<file path="src/rtl/cpu_pkg.sv">
// Shared definitions for the 16-bit, 16-register pipelined cpu: widths,
// the memory-stage FSM encoding and the writeback bundle.
package cpu_pkg;

    localparam int DATA_W = 16;
    localparam int REG_W  = 4;

    typedef enum logic {
        IDLE = 1'b0,
        WAIT = 1'b1
    } memState_t;

    // Writeback bundle seen by the register file and the commit trace.
    typedef struct packed {
        logic              regwrt;
        logic [REG_W-1:0]  rd;
        logic [DATA_W-1:0] data;
        logic              hlt;
    } wb_t;

endpackage

</file>
<file path="src/rtl/mem_wb_stage_if.sv">
// Data-memory request/acknowledge bus between the MEM stage (master) and
// the data memory (slave).
interface mem_wb_stage_if;
    import cpu_pkg::*;

    // Handshake: the master holds mem_req/mem_we/mem_addr/mem_wdata stable
    // from the first cycle mem_req is high until the slave answers with a
    // single-cycle mem_ack; mem_rdata is meaningful only in that ack cycle.
    // The access completes in the ack cycle and a new request may start on
    // the very next cycle. mem_ack without mem_req is ignored.
    logic              mem_req;
    logic              mem_we;
    logic [DATA_W-1:0] mem_addr;
    logic [DATA_W-1:0] mem_wdata;
    logic              mem_ack;
    logic [DATA_W-1:0] mem_rdata;

    modport master (
        output mem_req, mem_we, mem_addr, mem_wdata,
        input  mem_ack, mem_rdata
    );

    modport slave (
        input  mem_req, mem_we, mem_addr, mem_wdata,
        output mem_ack, mem_rdata
    );

endinterface

</file>
<file path="src/rtl/mem_wb_reg.sv">
// MEM/WB pipeline register: loads the new bundle on unstalled edges, a
// bubble while stalled, and keeps the halt flag sticky until reset.
module mem_wb_reg
    import cpu_pkg::*;
(
    input  logic              clk,
    input  logic              rst_n,
    input  logic              stall,
    input  logic              regwrtIn,
    input  logic [REG_W-1:0]  rdIn,
    input  logic [DATA_W-1:0] dataIn,
    input  logic              hltIn,
    output wb_t               wbQ
);

    always_ff @(posedge clk or negedge rst_n) begin
        if (!rst_n) begin
            wbQ <= '0;
        end else if (stall) begin
            // Bubble: rd/data keep their old contents, only the write is killed.
            wbQ.regwrt <= 1'b0;
        end else begin
            wbQ.regwrt <= regwrtIn & ~wbQ.hlt;
            wbQ.rd     <= rdIn;
            wbQ.data   <= dataIn;
            wbQ.hlt    <= wbQ.hlt | hltIn;
        end
    end

endmodule

</file>
<file path="src/rtl/mem_wb_stage.sv">
// Memory-access stage plus MEM/WB register: issues data-memory requests,
// stalls upstream while an access is outstanding, and flags ack timeouts.
module mem_wb_stage
    import cpu_pkg::*;
#(
    parameter int MAX_WAIT = 255
)
(
    input  logic              clk,
    input  logic              rst_n,
    input  logic              valid_ex,
    input  logic              memrd_ex,
    input  logic              memwr_ex,
    input  logic              regwrt_ex,
    input  logic [REG_W-1:0]  rd_ex,
    input  logic [DATA_W-1:0] alu_ex,
    input  logic [DATA_W-1:0] stdata_ex,
    input  logic              hlt_ex,
    mem_wb_stage_if.master    memBus,
    output logic              stall_mem,
    output logic [DATA_W-1:0] fwd_mem,
    output logic              regwrt_wb,
    output logic [REG_W-1:0]  rd_wb,
    output logic [DATA_W-1:0] wbdata_wb,
    output logic              hlt_wb,
    output logic              mem_err,
    output memState_t         dbgState
);

    localparam logic [7:0] MAX_CNT = 8'(MAX_WAIT);

    memState_t   state;
    memState_t   nextState;
    logic        memInstr;
    logic        memReq;
    logic        stall;
    logic        reqOut;
    logic [7:0]  waitCnt;
    logic        errQ;
    wb_t         wbQ;

    // After a halt commits, memory instructions are treated as dead.
    assign memInstr = valid_ex & (memrd_ex | memwr_ex) & ~wbQ.hlt;

    always_ff @(posedge clk or negedge rst_n) begin
        if (!rst_n) state <= IDLE;
        else        state <= nextState;
    end

    always_comb begin
        nextState = state;
        memReq    = 1'b0;
        stall     = 1'b0;
        case (state)
            IDLE: begin
                memReq = memInstr;
                stall  = memInstr & ~memBus.mem_ack;
                if (memInstr && !memBus.mem_ack) nextState = WAIT;
            end
            WAIT: begin
                memReq = 1'b1;
                stall  = ~memBus.mem_ack;
                if (memBus.mem_ack) nextState = IDLE;
            end
            default: nextState = IDLE;
        endcase
    end

    // Counter saturates at MAX_CNT so the error flag stays set while waiting.
    always_ff @(posedge clk or negedge rst_n) begin
        if (!rst_n) begin
            waitCnt <= 8'd0;
            errQ    <= 1'b0;
        end else if (state == WAIT && !memBus.mem_ack) begin
            if (waitCnt != MAX_CNT)           waitCnt <= waitCnt + 8'd1;
            if (waitCnt >= MAX_CNT - 8'd1)    errQ    <= 1'b1;
        end else begin
            waitCnt <= 8'd0;
        end
    end

    mem_wb_reg u_mem_wb_reg (
        .clk      (clk),
        .rst_n    (rst_n),
        .stall    (stall),
        .regwrtIn (valid_ex & regwrt_ex & ~memwr_ex),
        .rdIn     (rd_ex),
        .dataIn   ((valid_ex & memrd_ex) ? memBus.mem_rdata : alu_ex),
        .hltIn    (valid_ex & hlt_ex),
        .wbQ      (wbQ)
    );

    // Combinational outputs are forced low while reset is asserted so the
    // request drops in the same cycle rst_n falls.
    assign reqOut           = rst_n & memReq;
    assign memBus.mem_req   = reqOut;
    assign memBus.mem_we    = reqOut & memwr_ex;
    assign memBus.mem_addr  = reqOut ? alu_ex    : '0;
    assign memBus.mem_wdata = reqOut ? stdata_ex : '0;
    assign stall_mem        = rst_n & stall;
    assign fwd_mem          = rst_n ? alu_ex : '0;

    assign regwrt_wb = wbQ.regwrt;
    assign rd_wb     = wbQ.rd;
    assign wbdata_wb = wbQ.data;
    assign hlt_wb    = wbQ.hlt;
    assign mem_err   = errQ;
    assign dbgState  = state;

endmodule

</file>
<file path="src/flat_wrapper.sv">
// flat-port wrapper written by rule: the top's interface ports become plain ports
module mem_wb_stage_flat import cpu_pkg::*;
#(
    parameter int MAX_WAIT = 255
)
  (clk, rst_n, valid_ex, memrd_ex, memwr_ex, regwrt_ex, rd_ex, alu_ex, stdata_ex, hlt_ex, stall_mem, fwd_mem, regwrt_wb, rd_wb, wbdata_wb, hlt_wb, mem_err, dbgState, memBus_mem_req, memBus_mem_we, memBus_mem_addr, memBus_mem_wdata, memBus_mem_ack, memBus_mem_rdata);
  mem_wb_stage_if memBus_i ();
  input  logic clk;
  input  logic rst_n;
  input  logic valid_ex;
  input  logic memrd_ex;
  input  logic memwr_ex;
  input  logic regwrt_ex;
  input  logic [REG_W-1:0] rd_ex;
  input  logic [DATA_W-1:0] alu_ex;
  input  logic [DATA_W-1:0] stdata_ex;
  input  logic hlt_ex;
  output logic stall_mem;
  output logic [DATA_W-1:0] fwd_mem;
  output logic regwrt_wb;
  output logic [REG_W-1:0] rd_wb;
  output logic [DATA_W-1:0] wbdata_wb;
  output logic hlt_wb;
  output logic mem_err;
  output memState_t dbgState;
  output wire logic [$bits(memBus_i.mem_req)-1:0] memBus_mem_req;
  output wire logic [$bits(memBus_i.mem_we)-1:0] memBus_mem_we;
  output wire logic [$bits(memBus_i.mem_addr)-1:0] memBus_mem_addr;
  output wire logic [$bits(memBus_i.mem_wdata)-1:0] memBus_mem_wdata;
  input wire logic [$bits(memBus_i.mem_ack)-1:0] memBus_mem_ack;
  input wire logic [$bits(memBus_i.mem_rdata)-1:0] memBus_mem_rdata;
  assign memBus_mem_req = memBus_i.mem_req;
  assign memBus_mem_we = memBus_i.mem_we;
  assign memBus_mem_addr = memBus_i.mem_addr;
  assign memBus_mem_wdata = memBus_i.mem_wdata;
  assign memBus_i.mem_ack = memBus_mem_ack;
  assign memBus_i.mem_rdata = memBus_mem_rdata;
  mem_wb_stage #(.MAX_WAIT(MAX_WAIT)) u_core (.clk(clk), .rst_n(rst_n), .valid_ex(valid_ex), .memrd_ex(memrd_ex), .memwr_ex(memwr_ex), .regwrt_ex(regwrt_ex), .rd_ex(rd_ex), .alu_ex(alu_ex), .stdata_ex(stdata_ex), .hlt_ex(hlt_ex), .memBus(memBus_i), .stall_mem(stall_mem), .fwd_mem(fwd_mem), .regwrt_wb(regwrt_wb), .rd_wb(rd_wb), .wbdata_wb(wbdata_wb), .hlt_wb(hlt_wb), .mem_err(mem_err), .dbgState(dbgState));
endmodule
</file>
<file path="config.mk">
export PLATFORM = sky130hd
export DESIGN_NAME = mem_wb_stage_flat
export DESIGN_NICKNAME = d
export VERILOG_FILES = /design/src/rtl/cpu_pkg.sv /design/src/rtl/mem_wb_stage_if.sv /design/src/rtl/mem_wb_reg.sv /design/src/rtl/mem_wb_stage.sv /design/src/flat_wrapper.sv
export SDC_FILE = /design/constraint.sdc
export NUM_CORES = 1
export LEC_CHECK = 0
export CELL_PAD_IN_SITES_DETAIL_PLACEMENT = 2
export CELL_PAD_IN_SITES_GLOBAL_PLACEMENT = 2
export CORE_MARGIN = 1.5
export CORE_UTILIZATION = 18
export CTS_CLUSTER_SIZE = 16
export DETAILED_ROUTE_END_ITERATION = 7
export PLACE_DENSITY = 0.8
export SLEW_MARGIN = 20
export SYNTH_ARGS = -nofsm -noshare
export SYNTH_HDL_FRONTEND = slang
export SYNTH_HIERARCHICAL = 1
export SYNTH_SLANG_ARGS = --single-unit
</file>
<file path="constraint.sdc">
create_clock -name clk -period 1.73 [get_ports clk]
set_clock_uncertainty 0.15 [all_clocks]
set_input_delay 0.346 -clock clk [delete_from_list [all_inputs] [get_ports clk]]
set_output_delay 0.346 -clock clk [all_outputs]
set_load 0.02 [all_outputs]
</file>
==> impl_metrics.toml, run 1 <==
[pwr]
irDropWorstVdd_v = 0.000275
cellLeakagePower_nw = 2.09
power_density_mw_per_mm2 = 522

[critical_path]
crit_arrival_ns = 1.56
required_ns = 1.23
rr_startpoint = "u_core/u_mem_wb_reg/wbQ[0]$_DFFE_PN0N_"
startpoint_type = "flip-flop"
path_max_fanout = 4
r2r_cells = 9
r2r-end = "u_core/u_mem_wb_reg/wbQ[2]$_DFFE_PN0N_"
rrSetupSlack_ns = -0.21
crit_type = "reg2out"
endpoint_kind = "output port"

[detailed_routing]
route.detailed.drc = 0
dr.pass1.iters = 4
vias = 2190
vias_per_cell = 4.40
routedWlPerCell_microns = 19.9
ant_nets = 0
wl_mm = 9.90
drtIter0Drc = 73

[sta]
setup_viol_count_final = 56
fmax_ghz = 0.487
final-hold-violation-count = 0
min_period_ns = 2.05
min_period_over_period_pct = 119
rsz0062_at_grt = "yes"
worst_pin_slew_ns = 0.411
setup_slack_ns = -0.325
finalHoldWorstSlack_ns = 0.0793
slew_violations = 0
relSlewSlack_pct = 72.6

[synth]
yosysUniqueCellTypes = 33
ys_seq_area_share_pct = 39.2
syn_inst = 185
synth.area.top_cells = "dfrtp_1, mux2_2, and3b_1"
yosys.area.top_type_share_pct = 39.2
syn-cell-area_sq_mm = 0.00204
synth_area_leader_cell = "dfrtp_1"
syn_area_per_cell_sq_um = 11.0
synth_fp_nets = 247
yosysWarnings = 6
ys_seq_elements = 32

[clocking]
clock_latency_ns = 0.27
clock-sinks = 32
cts_tree = "yes"
cts_inserted_buffers = 5
htree_levels = 2
cts_buffer_depth = 2
root_buffer = "clkbuf_16"
clk_pin_slew_ns = 0.06

[final_layout]
multiInputGateArea_sq_mm = 0.00123
fillers = 1158
area_growth_pct = 102
fin_nets = 419
seq_area_sq_um = 802
stdcell_count = 498
n_antenna_cell = 0
drive_gt1_share_pct = 44.4

[floorplan]
rows = 38
die_y_microns = 109
dieArea_sq_mm = 0.0120
die_w_microns = 109
initial_core_util_pct = 18.7
core_sq_mm = 0.0109
pin_count = 135

[status]
status = "finished, violations left"
violations = "negative setup slack"

[grt]
grt_antenna_before_repair = 0
grt_use_total_pct = 16.1
grt_pass1_vias = 2478
grt_max_degree = 43
grt-ovfl-total = 0
grt_pass1_wl_mm = 14.5

[flow_run]
maxCapViolations = 0

[placed_design]
dp.cells = 474
portBuffers = 134
gp_congestion = 0.713
dpl.hpwl_mm = 6.39

[hold_path]
worstHoldPathType = "in2async"
==> cells in the mapped netlist, drive strengths merged <==
master    n
and4      3
ha        2
nor4b     1
and3      1
o2111ai   1
nand2     5
inv       3
nand3     3
and3b    33
a41oi     1
o21bai    1
nor2b     1
nand2b    1
a211oi    3
mux2     36
nor3b     2
a31oi     4
or2       1
a21oi     4
nand4     2
nor2      4
clkbuf    6
and2     17
nor3      8
a21o      1
buf       9
dfrtp    32
==> worst max-delay path, cell delays in order, from the launching register on <==
cell and delay (ns):
dfrtp_2 0.41, inv_2 0.07, a31oi_4 0.08, buf_6 0.15, buf_16 0.12, buf_6 0.11
and3b_1 0.22, buf_6 0.12
==> placed cells by master, fill, tap and decap left out, types with 3 or more instances in the layout <==
| cell | instances |
|---|---|
| dlymetal6s2s_1 | 8 |
| mux2_4 | 20 |
| and4_1 | 3 |
| dfrtp_1 | 31 |
| mux2_2 | 16 |
| clkdlybuf4s15_2 | 4 |
| nand3_1 | 3 |
| nand2_1 | 4 |
| and3b_1 | 27 |
| and2_1 | 17 |
| clkdlybuf4s50_1 | 51 |
| and3b_2 | 6 |
| buf_12 | 5 |
| clkbuf_16 | 6 |
| buf_2 | 14 |
| a21oi_1 | 4 |
| buf_6 | 27 |
| dlygate4sd2_1 | 19 |
| a31oi_1 | 3 |
| nor2_1 | 3 |
| nor3_1 | 8 |
| buf_4 | 45 |
| a211oi_1 | 3 |
==> stage by stage <==
stage | setup slack (ns) | util [%] | total power, mW | setup TNS, ns | area [sq um]
after floorplan | 0.0231 | - | 0.978 | 0 | 2050
after global placement | -0.889 | 34.2 | 1.31 | -47.59 | 3740
after detailed placement | -0.925 | 34.2 | 1.33 | -50.45 | 3740
after CTS | -0.365 | 37.9 | 2.17 | -15.74 | 4150
after global routing | -0.373 | 37.6 | 2.24 | -15.14 | 4120
final | -0.325 | 37.6 | 2.15 | -13.06 | 4120
==> final cells by class <==
class	instances	share of cell area (%)
repair buffers	180	42.7
multi-input cells	135	29.9
flip-flops and latches	32	19.5
well taps	140	4.26
clock buffers	7	3.22
inverters	3	0.274
clock inverters	1	0.122
==> logic make-up after synthesis <==
kind of cell / count (synthesis) / synth area share [%]
and+or+nand+nor: 82 / 28.6
muxes: 36 / 19.9
DFF: 32 / 39.2
buffers and inverters: 18 / 5.39
AOI/OAI and AO/OA: 15 / 5.64
adders and majority gates: 2 / 1.23
==> metal layers <==
metal | part of all wire (%) | global-route usage, % | vias to the layer above
li1 | - | - | 1011
met3 | 9.0 | 4.51 | 6
met1 | 37 | 17.5 | 1081
met4 | 0.86 | 2.88 | 0
met2 | 53 | 31.1 | 92
met5 | 0 | 0 | -
==> worst max path at each step <==
stage	end	startpoint	slack (ns)
after floorplan	u_core/u_mem_wb_reg/wbQ[13]$_DFFE_PN0N_	u_core/u_mem_wb_reg/wbQ[0]$_DFFE_PN0N_	0.02
after global placement	memBus_mem_addr[15]	memrd_ex	-0.89
after detailed placement	memBus_mem_addr[1]	memrd_ex	-0.93
after CTS	memBus_mem_wdata[8]	u_core/u_mem_wb_reg/wbQ[0]$_DFFE_PN0N_	-0.36
after global routing	memBus_mem_wdata[1]	u_core/u_mem_wb_reg/wbQ[0]$_DFFE_PN0N_	-0.37
final	memBus_mem_wdata[1]	u_core/u_mem_wb_reg/wbQ[0]$_DFFE_PN0N_	-0.32
==> flip-flops by register name, indices dropped and copies added (netlist names) <==
name and count:
u_core/u_mem_wb_reg/wbQ 22, u_core/waitCnt 8, u_core/dbgState 1, u_core/mem_err 1
==> where the power goes <==
part           switching, mW  internal (mW)  total, mW
Sequential            0.0204          0.784      0.805
Clock                  0.309          0.531      0.840
Combinational          0.217          0.286      0.504
Total                  0.547           1.60       2.15
==> what timing repair did <==
action / CTS / global route
endpoints found under the hold margin: 1 / 0
pin swaps: 3 / 3
cloned: 5 / 1
hold buffers: 1 / 0
buffers inserted: 12 / 3
endpoints found under the setup margin: 89 / 68
gates resized for setup: 318 / 23
No activity file was read; power rests on OpenSTA's default activity.
==> inputs of run 2 (changes only) <==
--- a/config.mk
+++ b/config.mk
@@ -5,9 +5,9 @@
 export SDC_FILE = /design/constraint.sdc
 export NUM_CORES = 1
 export LEC_CHECK = 0
-export CELL_PAD_IN_SITES_DETAIL_PLACEMENT = 2
+export CELL_PAD_IN_SITES_DETAIL_PLACEMENT = 1
 export CELL_PAD_IN_SITES_GLOBAL_PLACEMENT = 2
-export CORE_MARGIN = 1.5
+export CORE_MARGIN = 2
 export CORE_UTILIZATION = 18
 export CTS_CLUSTER_SIZE = 16
 export DETAILED_ROUTE_END_ITERATION = 7
==> impl_metrics.toml, run 2 (synthesized netlist as in run 1, its figures left out) <==
[floorplan]
dieArea_sq_mm = 0.0122
die_y_microns = 110
die_w_microns = 110
core_sq_mm = 0.0109
pin_count = 135
initial_core_util_pct = 18.7
rows = 38

[final_layout]
n_antenna_cell = 0
fillers = 1220
layout_commonest_cell = "clkdlybuf4s50_1"
max_flop_register = "u_core/u_mem_wb_reg/wbQ"
multiInputGateArea_sq_mm = 0.00121
final_cell_mix = "clkdlybuf4s50_1, buf_6, dfrtp_1"
largest_reg_flops = 22
post-route-util_pct = 38.8
final_area_sq_mm = 0.00424
top_regs = "u_core/u_mem_wb_reg/wbQ x22, u_core/waitCnt x8"
seq_area_sq_um = 802
drive_gt1_share_pct = 44.4
stdcell_count = 500
area_growth_pct = 108
fin_nets = 421

[critical_path]
rr_startpoint = "u_core/u_mem_wb_reg/wbQ[0]$_DFFE_PN0N_"
endpoint_kind = "output port"
crit_arrival_ns = 1.58
r2r-end = "u_core/u_mem_wb_reg/wbQ[5]$_DFFE_PN0N_"
crit_type = "in2out"
required_ns = 1.23
path_max_fanout = 8
startpoint_type = "input pin"
r2r_cells = 10
rrSetupSlack_ns = -0.31

[sta]
min_period_over_period_pct = 120
min_period_ns = 2.08
fmax_ghz = 0.481
setup_slack_ns = -0.350
slew_violations = 0
rsz0062_at_grt = "yes"
relSlewSlack_pct = 74.4
worst_pin_slew_ns = 0.383
setup_viol_count_final = 57
final-hold-violation-count = 0
finalHoldWorstSlack_ns = 0.0303

[placed_design]
gp_congestion = 0.749
portBuffers = 134
postPlaceCellArea_sq_mm = 0.00375
dp.cells = 474
dpl.hpwl_mm = 5.74

[detailed_routing]
drtIter0Drc = 63
routedWlPerCell_microns = 17.2
dr.pass1.iters = 4
ant_nets = 0
wl_mm = 8.58
vias_per_cell = 4.31
route.detailed.drc = 0
vias = 2154

[pwr]
irDropWorstVdd_v = 0.000281
power_density_mw_per_mm2 = 556
cellLeakagePower_nw = 2.10

[grt]
grt_pass1_wl_mm = 13.7
grt_pass1_vias = 2334
grt_antenna_before_repair = 0
grt_max_degree = 37
grt_use_total_pct = 14.0
grt-ovfl-total = 0

[clocking]
cts_buffer_depth = 2
clk_pin_slew_ns = 0.05
cts_inserted_buffers = 5
clock-sinks = 32
htree_levels = 2
clock_latency_ns = 0.27
cts_tree = "yes"
root_buffer = "clkbuf_16"

[flow_run]
maxCapViolations = 0

[status]
violations = "negative setup slack"
status = "finished, violations left"

[hold_path]
worstHoldPathType = "in2async"
## run 2: changes by cell type in the layout (fill, tap and decap cells not counted), sizes merged
cell           before  now
buf                95   96
bufinv              0    1
clkbuf              9    7
clkdlybuf4s50      51   52
clkinv              1    0
dlygate4sd2        19   23
dlygate4sd3         1    2
dlymetal6s2s        8    5
## run 2: how the worst max path moves through the flow
stage | depth (start not counted) | end | slack [ns] | from
floorplan | 6 | u_core/u_mem_wb_reg/wbQ[13]$_DFFE_PN0N_ | 0.02 | u_core/u_mem_wb_reg/wbQ[0]$_DFFE_PN0N_
global placement | 6 | memBus_mem_addr[0] | -0.90 | memrd_ex
detailed placement | 6 | memBus_mem_addr[2] | -0.93 | memrd_ex
CTS | 12 | u_core/u_mem_wb_reg/wbQ[1]$_DFFE_PN0N_ | -0.48 | u_core/u_mem_wb_reg/wbQ[0]$_DFFE_PN0N_
global route | 7 | memBus_mem_addr[8] | -0.40 | u_core/u_mem_wb_reg/wbQ[0]$_DFFE_PN0N_
finish | 8 | memBus_mem_addr[9] | -0.35 | memrd_ex
## run 2: cell type report
type,instances,area share [%]
clock buffer,7,3.60
multi-input combinational,135,28.6
tap,140,4.13
sequential,32,18.9
clock inverter,1,0.708
inverter,3,0.266
timing repair buffer,182,43.8
## run 2: power breakdown
part	internal (mW)	leakage [nW]	switching [mW]
Clock	0.757	0.0901	0.312
Sequential	0.784	0.395	0.0176
Combinational	0.282	1.61	0.204
## run 2: what timing repair did
item | in CTS | in global routing
gates resized for setup | 313 | 34
buffers inserted | 16 | 2
gates cloned | 6 | 0
endpoints found under the setup margin | 91 | 66
endpoints found under the hold margin | 2 | 0
hold buffers | 2 | 0
pin swaps | 3 | 3
## run 2: per-stage QoR
stage,setup slack [ns],power (mW),TNS [ns]
finish,-0.350,2.36,-16.21
global route,-0.395,2.45,-19.52
CTS,-0.483,2.39,-22.08
detailed placement,-0.930,1.32,-49.85
global placement,-0.899,1.32,-47.83
floorplan,0.0231,0.978,0
## run 2: critical path: stages
cell and delay (ns):
buf_2 0.11, or2_4 0.25, a31oi_4 0.19, buf_6 0.17, buf_16 0.13, buf_6 0.09, and3b_1 0.17, buf_6 0.13
## run 2: per-layer routing
metal  part of all wire (%)  global-route usage, %
met2                     50                   25.2
met4                    1.2                   3.17
met1                     42                   16.6
met3                    6.5                   3.90
met5                      0                      0
==> inputs of run 3 (changes only) <==
--- a/config.mk
+++ b/config.mk
@@ -8,10 +8,10 @@
 export CELL_PAD_IN_SITES_DETAIL_PLACEMENT = 1
 export CELL_PAD_IN_SITES_GLOBAL_PLACEMENT = 2
 export CORE_MARGIN = 2
-export CORE_UTILIZATION = 18
+export CORE_UTILIZATION = 22
 export CTS_CLUSTER_SIZE = 16
 export DETAILED_ROUTE_END_ITERATION = 7
-export PLACE_DENSITY = 0.8
+export PLACE_DENSITY = 0.91
 export SLEW_MARGIN = 20
 export SYNTH_ARGS = -nofsm -noshare
 export SYNTH_HDL_FRONTEND = slang
==> constraint.sdc (replaced) <==
create_clock -name clk -period 2.57 [get_ports clk]
set_clock_uncertainty 0.15 [all_clocks]
set_input_delay 0.514 -clock clk [delete_from_list [all_inputs] [get_ports clk]]
set_output_delay 0.514 -clock clk [all_outputs]
set_load 0.02 [all_outputs]
==> impl_metrics.toml, run 3 (synthesized netlist as in run 1, its figures left out) <==
[grt]
grt_use_total_pct = 13.8
grt_use_met2_pct = 24.1
grt_pass1_wl_mm = 11.1
grtUsageMet1_pct = 17.3
grt-ovfl-total = 0
grt_pass1_vias = 2037
met3_usage_pct = 3.62
top_usage_layer = "met2"
grt_max_degree = 41
grt_antenna_before_repair = 0

[placed_design]
dp.cells = 429
portBuffers = 134
pre_cts_ws_ns = -0.529
dpl.hpwl_mm = 5.47
gp_congestion = 0.786
postPlaceCellArea_sq_mm = 0.00360

[clocking]
clock_latency_ns = 0.28
clock-sinks = 32
cts_buffer_depth = 2
htree_levels = 2
ctsHoldBuffers = 0
clk_pin_slew_ns = 0.07
cts_tree = "yes"
cts_inserted_buffers = 5
root_buffer = "clkbuf_8"

[critical_path]
max_stage_delay_ns = 0.26
crit_chain = "dlygate4sd2_1 > or2_4 > a31oi_4 > buf_4 > buf_12 > and3b_2 > buf_2"
crit_arrival_ns = 1.84
crit_type = "in2out"
path_max_fanout = 10
startpoint_type = "input pin"
endpoint_kind = "output port"
required_ns = 1.91
slowest_stage = "dlygate4sd2_1"

[detailed_routing]
route.detailed.drc = 0
vias = 1989
wl_mm = 6.89
ant_nets = 0
routedWlPerCell_microns = 15.6
drtIter0Drc = 27
vias_per_cell = 4.51
dr.pass1.iters = 4

[final_layout]
final_area_sq_mm = 0.00357
drive_gt1_share_pct = 32.7
final_cell_mix = "clkdlybuf4s50_1, mux2_2, buf_2"
stdcell_count = 441
fin_nets = 391
n_antenna_cell = 0
layout_commonest_cell = "clkdlybuf4s50_1"
area_growth_pct = 75.1
largest_reg_flops = 22
top_regs = "u_core/u_mem_wb_reg/wbQ x22, u_core/waitCnt x8"
max_flop_register = "u_core/u_mem_wb_reg/wbQ"

[pwr]
total_power_mw = 1.26
cellLeakagePower_nw = 1.69
power_density_mw_per_mm2 = 353
irDropWorstVdd_v = 0.000165

[sta]
tns_ns = 0
setup_slack_ns = 0.0616
slew_violations = 0
min_period_ns = 2.51
setup_viol_count_final = 0
worst_pin_slew_ns = 0.380
rsz0062_at_grt = "no"
final-hold-violation-count = 0
fmax_ghz = 0.399
relSlewSlack_pct = 74.7
min_period_over_period_pct = 97.6

[floorplan]
rows = 35
die_y_microns = 100
initial_core_util_pct = 22.4
die_w_microns = 100
pin_count = 135
dieArea_sq_mm = 0.0101
core_sq_mm = 0.00911

[hold_path]
worstHoldPathType = "in2async"

[status]
status = "finished clean"

[flow_run]
maxCapViolations = 0
-- run 3: report_power, final --
group | switching (mW) | internal (mW) | leakage [nW]
sequential | 0.0109 | 0.527 | 0.396
combinational | 0.125 | 0.193 | 1.25
clock | 0.189 | 0.217 | 0.0434
-- run 3: final timing paths --
path                                                      endpoint                                    from  cells past startpoint  slack [ns]
setup / recovery                                memBus_mem_addr[2]                                memrd_ex                      7        0.06
setup reg to reg           u_core/u_mem_wb_reg/wbQ[19]$_DFFE_PN0N_  u_core/u_mem_wb_reg/wbQ[0]$_DFFE_PN0N_                      7        0.62
min in group clk                        u_core/mem_err$_DFFE_PN0P_              u_core/mem_err$_DFFE_PN0P_                      1        0.33
hold reg to reg                         u_core/mem_err$_DFFE_PN0P_              u_core/mem_err$_DFFE_PN0P_                      1        0.33
hold / removal              u_core/u_mem_wb_reg/wbQ[3]$_DFFE_PN0N_                                   rst_n                      2        0.07
max in group asynchronous            u_core/waitCnt[6]$_DFFE_PN0P_                                   rst_n                      3        1.80
-- run 3: critical path, delay by kind of cell --
kind / cells / cell delay [ns]
and+or+nand+nor: 2 / 0.46
buffers and inverters: 4 / 0.68
AOI/OAI and AO/OA: 1 / 0.19
-- run 3: layer usage --
| metal | vias up | share of wire, % |
|---|---|---|
| met2 | 87 | 49 |
| met3 | 4 | 7.2 |
| met4 | 0 | 0.42 |
| met1 | 948 | 43 |
| met5 | - | 0 |
| li1 | 950 | - |
-- run 3: cell type report --
cell class,instances,area (sq um)
fill,1036,5540
clock buffer,6,82.6
timing repair buffer,152,1390
tap,111,139
clock inverter,2,15.0
inverter,3,11.3
sequential,32,801
multi-input combinational,135,1130
-- run 3: stage by stage --
| stage | hold WS [ns] | util, % |
|---|---|---|
| after floorplan | 0.0684 | - |
| after global placement | 0.323 | 39.5 |
| after detailed placement | 0.321 | 39.5 |
| after CTS | 0.0665 | 39.3 |
| after global routing | 0.0643 | 39.2 |
| final | 0.0690 | 39.2 |
-- run 3: timing repair --
| action | CTS | global route |
|---|---|---|
| cloned | 1 | 0 |
| resized for setup | 143 | 1 |
| pin swaps | 1 | 0 |
| endpoints found under the setup margin | 35 | 1 |
| setup buffers | 3 | 0 |
